**src/rtl/axis_frame_tx.sv**
```systemverilog
// AXI-Stream frame transmitter: a local FIFO feeds framed beats on the master port.
// A start command emits one frame of frame_len beats, with tlast marking the final beat.
module axis_frame_tx #(
  parameter int DATA_WIDTH = 32,
  parameter int FIFO_DEPTH = 16,
  parameter int ADDR_WIDTH = 4,
  parameter int LEN_WIDTH  = 8
) (
  input  logic                      m01_axis_aclk,
  input  logic                      m01_axis_areset,
  input  logic                      wr_en,
  input  logic [DATA_WIDTH-1:0]     wr_data,
  output logic                      wr_full,
  output logic [ADDR_WIDTH:0]       fifo_count,
  output logic                      overflow,
  input  logic                      start,
  input  logic [LEN_WIDTH-1:0]      frame_len,
  output logic                      busy,
  output logic                      len_err,
  output logic [15:0]               frames_sent,
  output logic [DATA_WIDTH-1:0]     m01_axis_tdata,
  output logic [DATA_WIDTH/8-1:0]   m01_axis_tstrb,
  output logic                      m01_axis_tvalid,
  output logic                      m01_axis_tlast,
  input  logic                      m01_axis_tready
);

  localparam logic [ADDR_WIDTH:0] FULL_CNT = (ADDR_WIDTH+1)'(FIFO_DEPTH);

  typedef enum logic [0:0] {
    IDLE = 1'b0,
    SEND = 1'b1
  } state_t;

  logic [DATA_WIDTH-1:0]   mem_q [FIFO_DEPTH];
  logic [ADDR_WIDTH-1:0]   wr_ptr_q, wr_ptr_d;
  logic [ADDR_WIDTH-1:0]   rd_ptr_q, rd_ptr_d;
  logic [ADDR_WIDTH:0]     count_q, count_d;
  logic                    overflow_q, overflow_d;
  state_t                  state_q, state_d;
  logic [LEN_WIDTH-1:0]    len_q, len_d;
  logic [LEN_WIDTH-1:0]    issued_q, issued_d;
  logic [DATA_WIDTH-1:0]   tdata_q, tdata_d;
  logic [DATA_WIDTH/8-1:0] tstrb_q, tstrb_d;
  logic                    tvalid_q, tvalid_d;
  logic                    tlast_q, tlast_d;
  logic [15:0]             frames_q, frames_d;
  logic                    len_err_q, len_err_d;
  logic                    wr_full_s;
  logic                    push_s;
  logic                    pop_s;

  // Next-state logic for the FIFO bookkeeping, frame FSM and output beat register.
  always_comb begin
    state_d    = state_q;
    len_d      = len_q;
    issued_d   = issued_q;
    tdata_d    = tdata_q;
    tvalid_d   = tvalid_q;
    tlast_d    = tlast_q;
    frames_d   = frames_q;
    len_err_d  = 1'b0;
    pop_s      = 1'b0;
    wr_full_s  = (count_q == FULL_CNT);
    push_s     = wr_en && !wr_full_s;
    overflow_d = overflow_q || (wr_en && wr_full_s);

    case (state_q)
      IDLE: begin
        if (start) begin
          if (frame_len != '0) begin
            len_d    = frame_len;
            issued_d = '0;
            state_d  = SEND;
          end else begin
            len_err_d = 1'b1;
          end
        end else begin
          state_d = IDLE;
        end
      end
      SEND: begin
        // A new beat may replace the current one only once it has been accepted.
        if ((!tvalid_q || m01_axis_tready) && (count_q != '0) && (issued_q < len_q)) begin
          pop_s    = 1'b1;
          tdata_d  = mem_q[rd_ptr_q];
          tvalid_d = 1'b1;
          tlast_d  = (issued_q == (len_q - 1'b1));
          issued_d = issued_q + 1'b1;
        end else if (tvalid_q && m01_axis_tready) begin
          tvalid_d = 1'b0;
          tlast_d  = 1'b0;
        end else begin
          tvalid_d = tvalid_q;
        end
        if (tvalid_q && m01_axis_tready && tlast_q) begin
          state_d  = IDLE;
          frames_d = frames_q + 16'd1;
        end else begin
          state_d = SEND;
        end
      end
      default: begin
        state_d = IDLE;
      end
    endcase

    tstrb_d = tvalid_d ? '1 : '0;

    case ({push_s, pop_s})
      2'b10:   count_d = count_q + 1'b1;
      2'b01:   count_d = count_q - 1'b1;
      default: count_d = count_q;
    endcase

    wr_ptr_d = push_s ? (wr_ptr_q + 1'b1) : wr_ptr_q;
    rd_ptr_d = pop_s  ? (rd_ptr_q + 1'b1) : rd_ptr_q;
  end

  // FIFO storage; contents need no reset since pointers and count gate every read.
  always_ff @(posedge m01_axis_aclk) begin
    if (push_s) begin
      mem_q[wr_ptr_q] <= wr_data;
    end
  end

  // State register with synchronous reset.
  always_ff @(posedge m01_axis_aclk) begin
    if (m01_axis_areset) begin
      wr_ptr_q   <= '0;
      rd_ptr_q   <= '0;
      count_q    <= '0;
      overflow_q <= 1'b0;
      state_q    <= IDLE;
      len_q      <= '0;
      issued_q   <= '0;
      tdata_q    <= '0;
      tstrb_q    <= '0;
      tvalid_q   <= 1'b0;
      tlast_q    <= 1'b0;
      frames_q   <= '0;
      len_err_q  <= 1'b0;
    end else begin
      wr_ptr_q   <= wr_ptr_d;
      rd_ptr_q   <= rd_ptr_d;
      count_q    <= count_d;
      overflow_q <= overflow_d;
      state_q    <= state_d;
      len_q      <= len_d;
      issued_q   <= issued_d;
      tdata_q    <= tdata_d;
      tstrb_q    <= tstrb_d;
      tvalid_q   <= tvalid_d;
      tlast_q    <= tlast_d;
      frames_q   <= frames_d;
      len_err_q  <= len_err_d;
    end
  end

  assign wr_full         = wr_full_s;
  assign fifo_count      = count_q;
  assign overflow        = overflow_q;
  assign busy            = (state_q == SEND);
  assign len_err         = len_err_q;
  assign frames_sent     = frames_q;
  assign m01_axis_tdata  = tdata_q;
  assign m01_axis_tstrb  = tstrb_q;
  assign m01_axis_tvalid = tvalid_q;
  assign m01_axis_tlast  = tlast_q;

endmodule
```
**config.mk**
```make
export PLATFORM = sky130hd
export DESIGN_NAME = axis_frame_tx
export DESIGN_NICKNAME = d
export VERILOG_FILES = /design/src/rtl/axis_frame_tx.sv
export SDC_FILE = /design/constraint.sdc
export NUM_CORES = 1
export LEC_CHECK = 0
export CELL_PAD_IN_SITES_DETAIL_PLACEMENT = 1
export CELL_PAD_IN_SITES_GLOBAL_PLACEMENT = 1
export CORE_MARGIN = 5
export CORE_UTILIZATION = 50
export DETAILED_ROUTE_END_ITERATION = 8
export GPL_ROUTABILITY_DRIVEN = 0
export GPL_TIMING_DRIVEN = 0
export PLACE_DENSITY = 0.86
export SKIP_LAST_GASP = 1
export SLEW_MARGIN = 0
export SYNTH_ARGS = -nofsm -noshare
export SYNTH_HDL_FRONTEND = slang
export SYNTH_SLANG_ARGS = --single-unit
```
**constraint.sdc**
```tcl
create_clock -name m01_axis_aclk -period 5.5 [get_ports m01_axis_aclk]
set_clock_uncertainty 0.2 [all_clocks]
set_input_delay 0.825 -clock m01_axis_aclk [delete_from_list [all_inputs] [get_ports m01_axis_aclk]]
set_output_delay 0.825 -clock m01_axis_aclk [all_outputs]
set_load 0.05 [all_outputs]
```
# ---- After elaboration in Yosys (flattened, before gate mapping)
# Memories as Yosys holds them, arrays and structs flattened. A register that Yosys moved wholly into a read port is not among the register bits.
# Index checks and enable logic that the tools add are counted.
dict set report word_totals {
  output_inout_bits 63
  ram_bits 512
  mem_count 1
  regBits 54
  romBits 0
  latch_bits 0
  input_bits 45
  word_cells 70
}
dict set report op_classes {
  n_eq_ne 7
  n_bitwise 2
  n_mux 20
  magnitude_cmp 1
  reduce_logical 20
  n_div 0
  shift 0
  multipliers 0
  add_sub_neg 7
}
# memory depth word_bits rd rd_ports_with_merged_regs wr line
set memory_table {}
lappend memory_table {mem_q 16 32 1 1 1 35} ;# logic [DATA_WIDTH-1:0] mem_q [FIFO_DEPTH];
# cell count
set ops {}
lappend ops {{$mux 8} 3}
lappend ops {{$add 16x1->16 const B} 1}
lappend ops {{$pmux 8 s2} 1}
lappend ops {{$mux 1} 13}
lappend ops {{$pmux 5 s2} 1}
lappend ops {{$add 4x1->4 const B} 2}
lappend ops {{$add 8x1->8 const B} 1}
lappend ops {{$eq 8x8->1} 1}
lappend ops {{$lt 8x8->1} 1}
lappend ops {{$reduce_bool 8->1} 1}
lappend ops {{$sub 8x1->8 const B} 1}
lappend ops {{$logic_and 1x1->1} 6}
lappend ops {{$reduce_and 2->1} 3}
lappend ops {{$reduce_and 3->1} 2}
lappend ops {{$add 5x1->5 const B} 1}
lappend ops {{$eq 5x5->1 const B} 1}
lappend ops {{$reduce_bool 5->1} 1}
lappend ops {{$sub 5x1->5 const B} 1}
lappend ops {{$mux 4} 1}
lappend ops {{$ne 2x2->1 const B} 2}
lappend ops {{$reduce_bool 2->1} 2}
lappend ops {{$reduce_or 3->1} 1}
lappend ops {{$eq 2x1->1 const B} 1}
lappend ops {{$eq 2x2->1 const B} 1}
lappend ops {{5 further kinds} 8}

# ---- Logic depth before layout (Yosys ltp)
# Gate-level depths: netlist of the first run.
dict set report logic_depth {
  ltp_word 8
  mapped_depth 16
  ltp_nobuf 16
}

# ---- Least setup slack after synthesis of the first run
# No wires, ideal clock.
dict set report synth_path {
  path_kind {reg-to-reg}
  start {reg count_q[0], in the netlist fifo_count[0]}
  end {mem mem_q[3][0], enable pin}
  path_buffers 1
  slack_ps 1143
  synth_period_minus_slack_ps 4357
  setup_time_ps 461
  arrival_ps 3696
  t_required_ps 4839
  path_stages_with_launch 7
  cell_sequence {dfxtp_1 -> nor4_1 -> nand2_1 -> and2_1 -> clkbuf_1 -> nand2_1 -> nor3_1}
}
dict set report synth_via {
  elab_chain_cells 5
}
# item line
set synth_rtl {}
lappend synth_rtl {{from (decl)} 38} ;# logic [ADDR_WIDTH:0] count_q, count_d;
lappend synth_rtl {{from (signal assigned)} 146} ;# count_q <= count_d;
lappend synth_rtl {{$eq 5x5->1} 64} ;# wr_full_s = (count_q == FULL_CNT);
lappend synth_rtl {{$logic_not 1->1} 65} ;# push_s = wr_en && !wr_full_s;
lappend synth_rtl {{$logic_and 1x1->1} 65}
lappend synth_rtl {{$mux 1} 122} ;# if (push_s) begin
lappend synth_rtl {{$mux 1 (not written as such)} 123} ;# mem_q[wr_ptr_q] <= wr_data;
lappend synth_rtl {{to (decl)} 35}
# Every way passes these cells.

# ---- Worst setup path in the final report of the first run
dict set report layout_path {
  start {in m01_axis_tready}
  end {reg count_q[4], in the netlist fifo_count[4]}
}
dict set report layout_via {
  elab_chain_cells 7
  word_cells_on_any_way 9
  cone_classes {eq/ne: 2; mux: 3; reduce/logical: 4}
}
# item line
set layout_rtl {}
lappend layout_rtl {{from (decl)} 25} ;# input logic m01_axis_tready
lappend layout_rtl {{$logic_or 1x1->1 *} 84} ;# if ((!tvalid_q || m01_axis_tready) && (count_q != '0) && (issued_q < len_q)) begin
lappend layout_rtl {{$logic_and 1x1->1 * (2 in series)} 84}
lappend layout_rtl {{$mux 1 *} 84}
lappend layout_rtl {{$mux 1 *} 68} ;# case (state_q)
lappend layout_rtl {{via pop_s} 51} ;# logic pop_s;
lappend layout_rtl {{$eq 2x1->1 / $eq 2x2->1 (equally long branches)} 110} ;# case ({push_s, pop_s})
lappend layout_rtl {{$pmux 5 s2 / $reduce_bool 2->1 (equally long branches)} n/a}
# Mark *: on every way through the listed nets, which the timed path passes. The rest lies on a longest branch.
# A chain may end at the register's enable or synchronous reset.

==> impl_metrics.csv, run 1 <==
group,metric,value,unit
power,internal_power,7750,uW
power,switchingPower,2290,uW
setup_path,cp_max_fo,9,
cells_and_area,diodes,0,
setup_path,crit_type,"primary input to flip-flop",
cells_and_area,drive_gt1_frac,0.199,
power,p_clk_frac,0.419,
clock_tree,cts_buffer_depth,3,
global_routing,grt_max_degree,23,
min_path,hold_path.class,"flip-flop to flip-flop",
power,p_per_area,369,nW/um^2
setup_path,timing.critical_path.from,"m01_axis_tready",
sta,finalCritPeriodShare,0.717,
sta,finalHoldViolations,0,
synth,synth_fp_nets,1267,
global_routing,antenna_found_initial,3,
power,vdd_drop_max,0.000274,V
floorplan,die-area,50100,sq um
synth,ys_ff_latch,594,
route,detail-route-antenna-nets,0,
floorplan,core-area,45300,sq um
place,place_ws,972,ps
min_path,worstHoldStart,"overflow",
floorplan,initial_utilization,0.504,
route,dr.pass1.iters,5,
floorplan,rows,78,
clock_tree,cts_tree,"done",
route,drt-vias-per-instance,6.21,
power,power.total,10000,uW
floorplan,die_w,224,microns
synth,synth_top_area_cell,"edfxtp_1",
clock_tree,cts_root_buf,"clkbuf_16",
global_routing,grt-ovfl-total,0,
sta,max-slew-margin-rel,0.370,
setup_path,regToRegEndpoint,"fifo_count[4]",
route,wl_per_cell,30.4,microns
sta,maxSlewViolCount,0,
clock_tree,htreeDepth,2,
synth,synth-xor-area-share,0.0115,
min_path,hold_depth,2,
synth,yosys.area_share.simple,0.0449,
global_routing,grt_pass1_wl,92500,microns
power,seqPwrFrac,0.500,
global_routing,grt_use_total,0.250,
setup_path,r2r_slack,1580,ps
synth,synth_top_area_frac,0.673,
cells_and_area,utilization,0.601,
setup_path,startpoint_type,"primary input",
route,wirelength,62300,microns
route,drt_iter0_drc,1418,
clock_tree,post_cts_buffers,0,
floorplan,ioPinCount,108,
sta,rsz0062_at_grt,"false",
synth,synth.avg_cell_area,19.0,sq um
cells_and_area,area_growth,19.1,%
synth,synthAdderAreaFrac,0.0118,
synth,synthMuxAreaShare,0.127,
place,dp.final_hpwl,39500,microns
sta,fmax,254,MHz
synth,synth_enable_flop_cells,512,
clock_tree,clk_latency,640,ps
synth,syn-cell-area,22800,sq um
power,switching_share,0.228,
cells_and_area,nNetsFinal,1462,
synth,synth_warnings,0,
synth,yosys-top-cells-area,"edfxtp_1 67%, mux4_2 13%, dfxtp_1 7.2%, a221oi_1 1.2%, a22o_1 1.2%",
setup_path,end_kind,"flip-flop",
setup_path,cp.required,5780,ps
clock_tree,cts_sinks,594,
setup_path,r2r_start,"len_q[5]",
synth,synth_commonest_cells,"512 x edfxtp_1, 128 x mux4_2, 82 x dfxtp_1, 48 x nor2_1, 43 x clkbuf_1",
power,p_comb_frac,0.081,
min_path,whs_endpoint,"overflow",
synth,yosysSeqAreaShare,0.745,
clock_tree,hold_buffers,0,
sta,timing_worst_slew_pin_value,945,ps
clock_tree,cts_made_buffers,58,
run,maxCapViolCount,0,
place,io_buffer_count,107,
synth,synth.distinct_cells,47,
synth,synth.most_common_cell,"edfxtp_1",
route,num_vias,12700,
power,p_leak,0.00852,uW
sta,finalSetupViolations,0,
route,drc,0,
sta,setup_slack,1560,ps
outcome,status,"complete, no violations",
clock_tree,path_clk_slew,60,ps
sta,fin_crit,3940,ps
floorplan,die_y,224,microns
synth,synth_top_family_by_area,"multiplexers",
setup_path,reg2reg_depth,16,
synth,async_flop_share,0,
synth,synthCells,1201,
clock_tree,post_cts_resized,0,
setup_path,arrival,4220,ps
synth,ys.flop_type,"edfxtp_1",
synth,synth_compound_area_frac,0.0432,
global_routing,grt_pass1_vias,13800,
-- layout by cell type, fill, tap and decap left out, types with 7 or more instances in the layout --
cell type / instances
dfxtp_1: 82
edfxtp_1: 512
mux4_2: 128
nor3_1: 7
o21ai_1: 33
nand2_1: 37
o21ai_0: 8
a221oi_1: 32
clkinv_1: 7
nor2_4: 12
buf_4: 7
clkinv_2: 10
nand2b_1: 7
inv_1: 19
clkbuf_16: 59
nor2_1: 36
xnor2_1: 13
clkdlybuf4s50_1: 107
clkbuf_1: 55
nand3_1: 17
a21oi_1: 30
bufinv_16: 9
nand3b_1: 32
ha_1: 20
nor2b_1: 7
buf_2: 15
buf_6: 14
buf_12: 12
xor2_1: 17
a22o_1: 32
-- through the flow --
| step | hold slack [ps] | std cells | TNS (ps) | instance area [sq um] |
|---|---|---|---|---|
| after floorplan | 249 | 1201 | 0 | 22800 |
| after global placement | 254 | 1908 | -272360 | 24700 |
| after detailed placement | 263 | 1936 | 0 | 25200 |
| after CTS | 277 | 2045 | 0 | 27200 |
| after global routing | 307 | 2045 | 0 | 27200 |
| final | 267 | 2045 | 0 | 27200 |
-- final cells by class --
class                           count  area (sq um)
Fill cell                        3942         18100
Sequential cell                   594         17000
Multi-Input combinational cell    518          5560
Clock buffer                       74          1560
Timing Repair Buffer              135          1490
Tap cell                          600           751
Clock inverter                     35           460
Buffer                             69           304
Inverter                           20          75.1
-- state kept, by name, indices dropped and copies added (netlist names) --
name and flops:
m01_axis_tlast 1, m01_axis_tstrb 1, frames_sent 16, len_err 1, wr_ptr_q 4, m01_axis_tdata 32, rd_ptr_q 4, mem_q 512
busy 1, len_q 8, overflow 1, fifo_count 5, issued_q 8
-- worst max-delay path by stage --
| stage | to | slack (ps) | cells past startpoint |
|---|---|---|---|
| CTS | fifo_count[4] | 1590 | 16 |
| finish | fifo_count[4] | 1560 | 15 |
| detailed placement | fifo_count[4] | 970 | 15 |
| global placement | mem_q[2][0] | -2080 | 5 |
| floorplan | mem_q[3][0] | 1140 | 6 |
| global route | fifo_count[4] | 1270 | 16 |
-- critical path, stage by stage --
cell             delay (ps)
clkdlybuf4s50_1         540
nand2b_1                130
nand4b_1                130
nor3_2                  550
nand2_4                 240
inv_2                   190
ha_1                    250
inv_1                   100
fa_1                    390
nor2b_1                 160
o21ai_0                 130
and3_1                  200
nor3_1                  170
xnor2_1                 150
nor2_1                   50
-- power by group through the flow --
| stage | clock network (uW) | registers [uW] | logic, uW |
|---|---|---|---|
| 6_report | 4210 | 5020 | 811 |
| 5_1_grt | 4490 | 5020 | 859 |
| 4_1_cts | 4270 | 5020 | 817 |
| 3_5_place_dp | 0 | 5110 | 807 |
| 3_3_place_gp | 0 | 5110 | 744 |
| 2_1_floorplan | 0 | 5180 | 413 |
-- logic make-up (layout without fill, tap and decap cells) --
group / Yosys count / count (layout)
AO/OA/AOI/OAI: 144 / 144
XOR/XNOR: 30 / 30
adder cells (fa/ha/maj): 21 / 21
buffers and inverters: 89 / 333
flip-flops: 594 / 594
multiplexers: 130 / 130
AND/OR/NAND/NOR: 193 / 193
-- metal layers --
metal	vias to the layer above	track usage	wire [microns]
met3	141	0.0469	4570
met5	-	0	34
li1	5265	-	-
met4	4	0.0872	2220
met1	6686	0.322	23500
met2	603	0.432	32000
Power figures use the tool's default switching activity.
==> run 2, diff against run 1 <==
- clock period: 5.5 -> 3.91 ns (I/O delays scaled with it)
==> run 2 against run 1 <==
Effect of this change: worst hold slack gained 5.4 ps; die area is the same; via count grew 0.57%; count of clock-buffer cells in the layout shrank 4; first-iteration DRC count grew 0.78%; register-to-register slack lost 1200 ps; largest power group unchanged.
==> impl_metrics.csv, run 2 (synthesis results as in run 1) <==
group,metric,value,unit
outcome,status,"complete, no violations",
sta,timing_worst_slew_pin_value,1010,ps
global_routing,grt_use_total,0.251,
run,maxCapViolCount,0,
cells_and_area,area_growth,19.1,%
global_routing,grt_pass1_wl,92600,microns
route,wirelength,62300,microns
power,p_comb_frac,0.084,
clock_tree,path_clk_slew,60,ps
cells_and_area,final_cell_mix,"512 x edfxtp_1, 128 x mux4_2, 107 x clkdlybuf4s50_1, 80 x dfxtp_1, 59 x clkbuf_16",
power,switching_share,0.232,
power,seqPwrFrac,0.509,
floorplan,core-area,45300,sq um
setup_path,path_cells,"inv_1 -> ha_1 -> nor2b_1 -> o211ai_1 -> a211o_1 -> nand2_4 -> inv_4 -> ha_2 -> inv_1 -> fa_1 -> nor2b_1 -> o21ai_0 -> and3_1 -> nor3_1 -> xnor2_1 -> nor2_1",
cells_and_area,largest_reg_flops,512,
place,dp.final_hpwl,38700,microns
sta,fmax,280,MHz
cells_and_area,nNetsFinal,1459,
cells_and_area,top_register,"mem_q",
route,drt-vias-per-instance,6.26,
floorplan,rows,78,
sta,rsz0062_at_grt,"false",
clock_tree,cts_made_buffers,58,
sta,finalCritPeriodShare,0.913,
clock_tree,cts_tree,"done",
place,place_ws,-376,ps
floorplan,die_y,224,microns
global_routing,grt-ovfl-total,0,
route,drc,0,
clock_tree,cts_root_buf,"clkbuf_16",
global_routing,grt_pass1_vias,13700,
setup_path,end_kind,"flip-flop",
power,p_per_area,510,nW/um^2
cells_and_area,fillers,3914,
floorplan,die_w,224,microns
sta,setup_slack,338,ps
floorplan,die-area,50100,sq um
clock_tree,htreeDepth,2,
sta,fin_crit,3570,ps
route,detail-route-antenna-nets,0,
route,dr.pass1.iters,5,
setup_path,slowest_delay,390,ps
setup_path,startpoint_type,"flip-flop",
cells_and_area,drive_gt1_frac,0.196,
place,placed_cells,1928,
setup_path,cp_max_fo,6,
clock_tree,clk_latency,640,ps
power,p_leak,0.00846,uW
sta,finalHoldViolations,0,
power,switchingPower,3220,uW
route,drt_iter0_drc,1429,
setup_path,critPathSlowestCell,"fa_1",
setup_path,crit_type,"flip-flop to flip-flop",
power,p_clk_frac,0.407,
route,num_vias,12800,
route,wl_per_cell,30.5,microns
clock_tree,cts_buffer_depth,3,
clock_tree,cts_sinks,594,
setup_path,arrival,3850,ps
cells_and_area,final_common_cell,"edfxtp_1",
cells_and_area,final_cell_count_no_fill,2041,
sta,maxSlewViolCount,0,
place,io_buffer_count,107,
sta,finalSetupViolations,0,
global_routing,grt_max_degree,24,
floorplan,initial_utilization,0.504,
setup_path,cp.required,4190,ps
power,internal_power,10700,uW
min_path,hold_path.class,"flip-flop to flip-flop",
global_routing,antenna_found_initial,3,
sta,max-slew-margin-rel,0.325,
floorplan,ioPinCount,108,
power,vdd_drop_max,0.000367,V
## run 2: worst paths after layout
path                            startpoint             to  slack (ps)  cells past startpoint
worst min register to register    overflow       overflow         270                      2
worst min-delay path              overflow       overflow         270                      2
worst max register to register    len_q[1]  fifo_count[4]         340                     16
worst max-delay path              len_q[1]  fifo_count[4]         340                     16
## run 2: worst max-delay path, delay by kind of cell (launching register included)
family	cells	cell delay, ps
buf+inv	3	300
simple gates	6	870
fa+ha+maj	3	910
xor+xnor	1	140
flops	1	370
compound gates	3	640
## run 2: area by class of cell
type	count	area (sq um)	area share
sequential	594	17000	0.625
multi-input combinational	518	5590	0.205
timing repair buffer	132	1570	0.0576
clock buffer	70	1520	0.0558
tap	600	751	0.0276
clock inverter	37	384	0.0141
buffer	69	304	0.0112
inverter	20	77.6	0.00285
antenna	1	2.50	0.0000919
## run 2: timing repair
| action | CTS | global route |
|---|---|---|
| pin swaps | 0 | 2 |
| gates resized for setup | 1 | 4 |
| endpoints found under the setup margin | 1 | 1 |
| setup buffers | 0 | 5 |
| hold buffers | 0 | 0 |
| hold endpoints to repair | 0 | 0 |
## run 2: power groups by stage
stage / combinational [uW] / clock, uW / sequential (uW)
6_report: 1170 / 5640 / 7060
3_3_place_gp: 1050 / 0 / 7180
3_5_place_dp: 1150 / 0 / 7190
5_1_grt: 1240 / 6050 / 7070
2_1_floorplan: 582 / 0 / 7290
4_1_cts: 1170 / 5720 / 7060
## run 2: metal layers
metal  GRT usage  vias to the layer above  wire, microns
li1            -                     5265              -
met1       0.325                     6656          23300
met2       0.433                      708          32000
met3      0.0539                      140           5110
met4      0.0715                        2           1850
met5           0                        -             17
## run 2: stage by stage
| stage | utilization | hold WS, ps | cell area [sq um] | total power, uW | setup TNS [ps] |
|---|---|---|---|---|---|
| floorplan | - | 249 | 22900 | 7870 | 0 |
| global placement | 0.545 | 252 | 24700 | 8230 | -666720 |
| detailed placement | 0.558 | 269 | 25300 | 8340 | -412 |
| CTS | 0.600 | 282 | 27200 | 13900 | 0 |
| global route | 0.601 | 299 | 27200 | 14400 | 0 |
| finish | 0.601 | 272 | 27200 | 13900 | 0 |
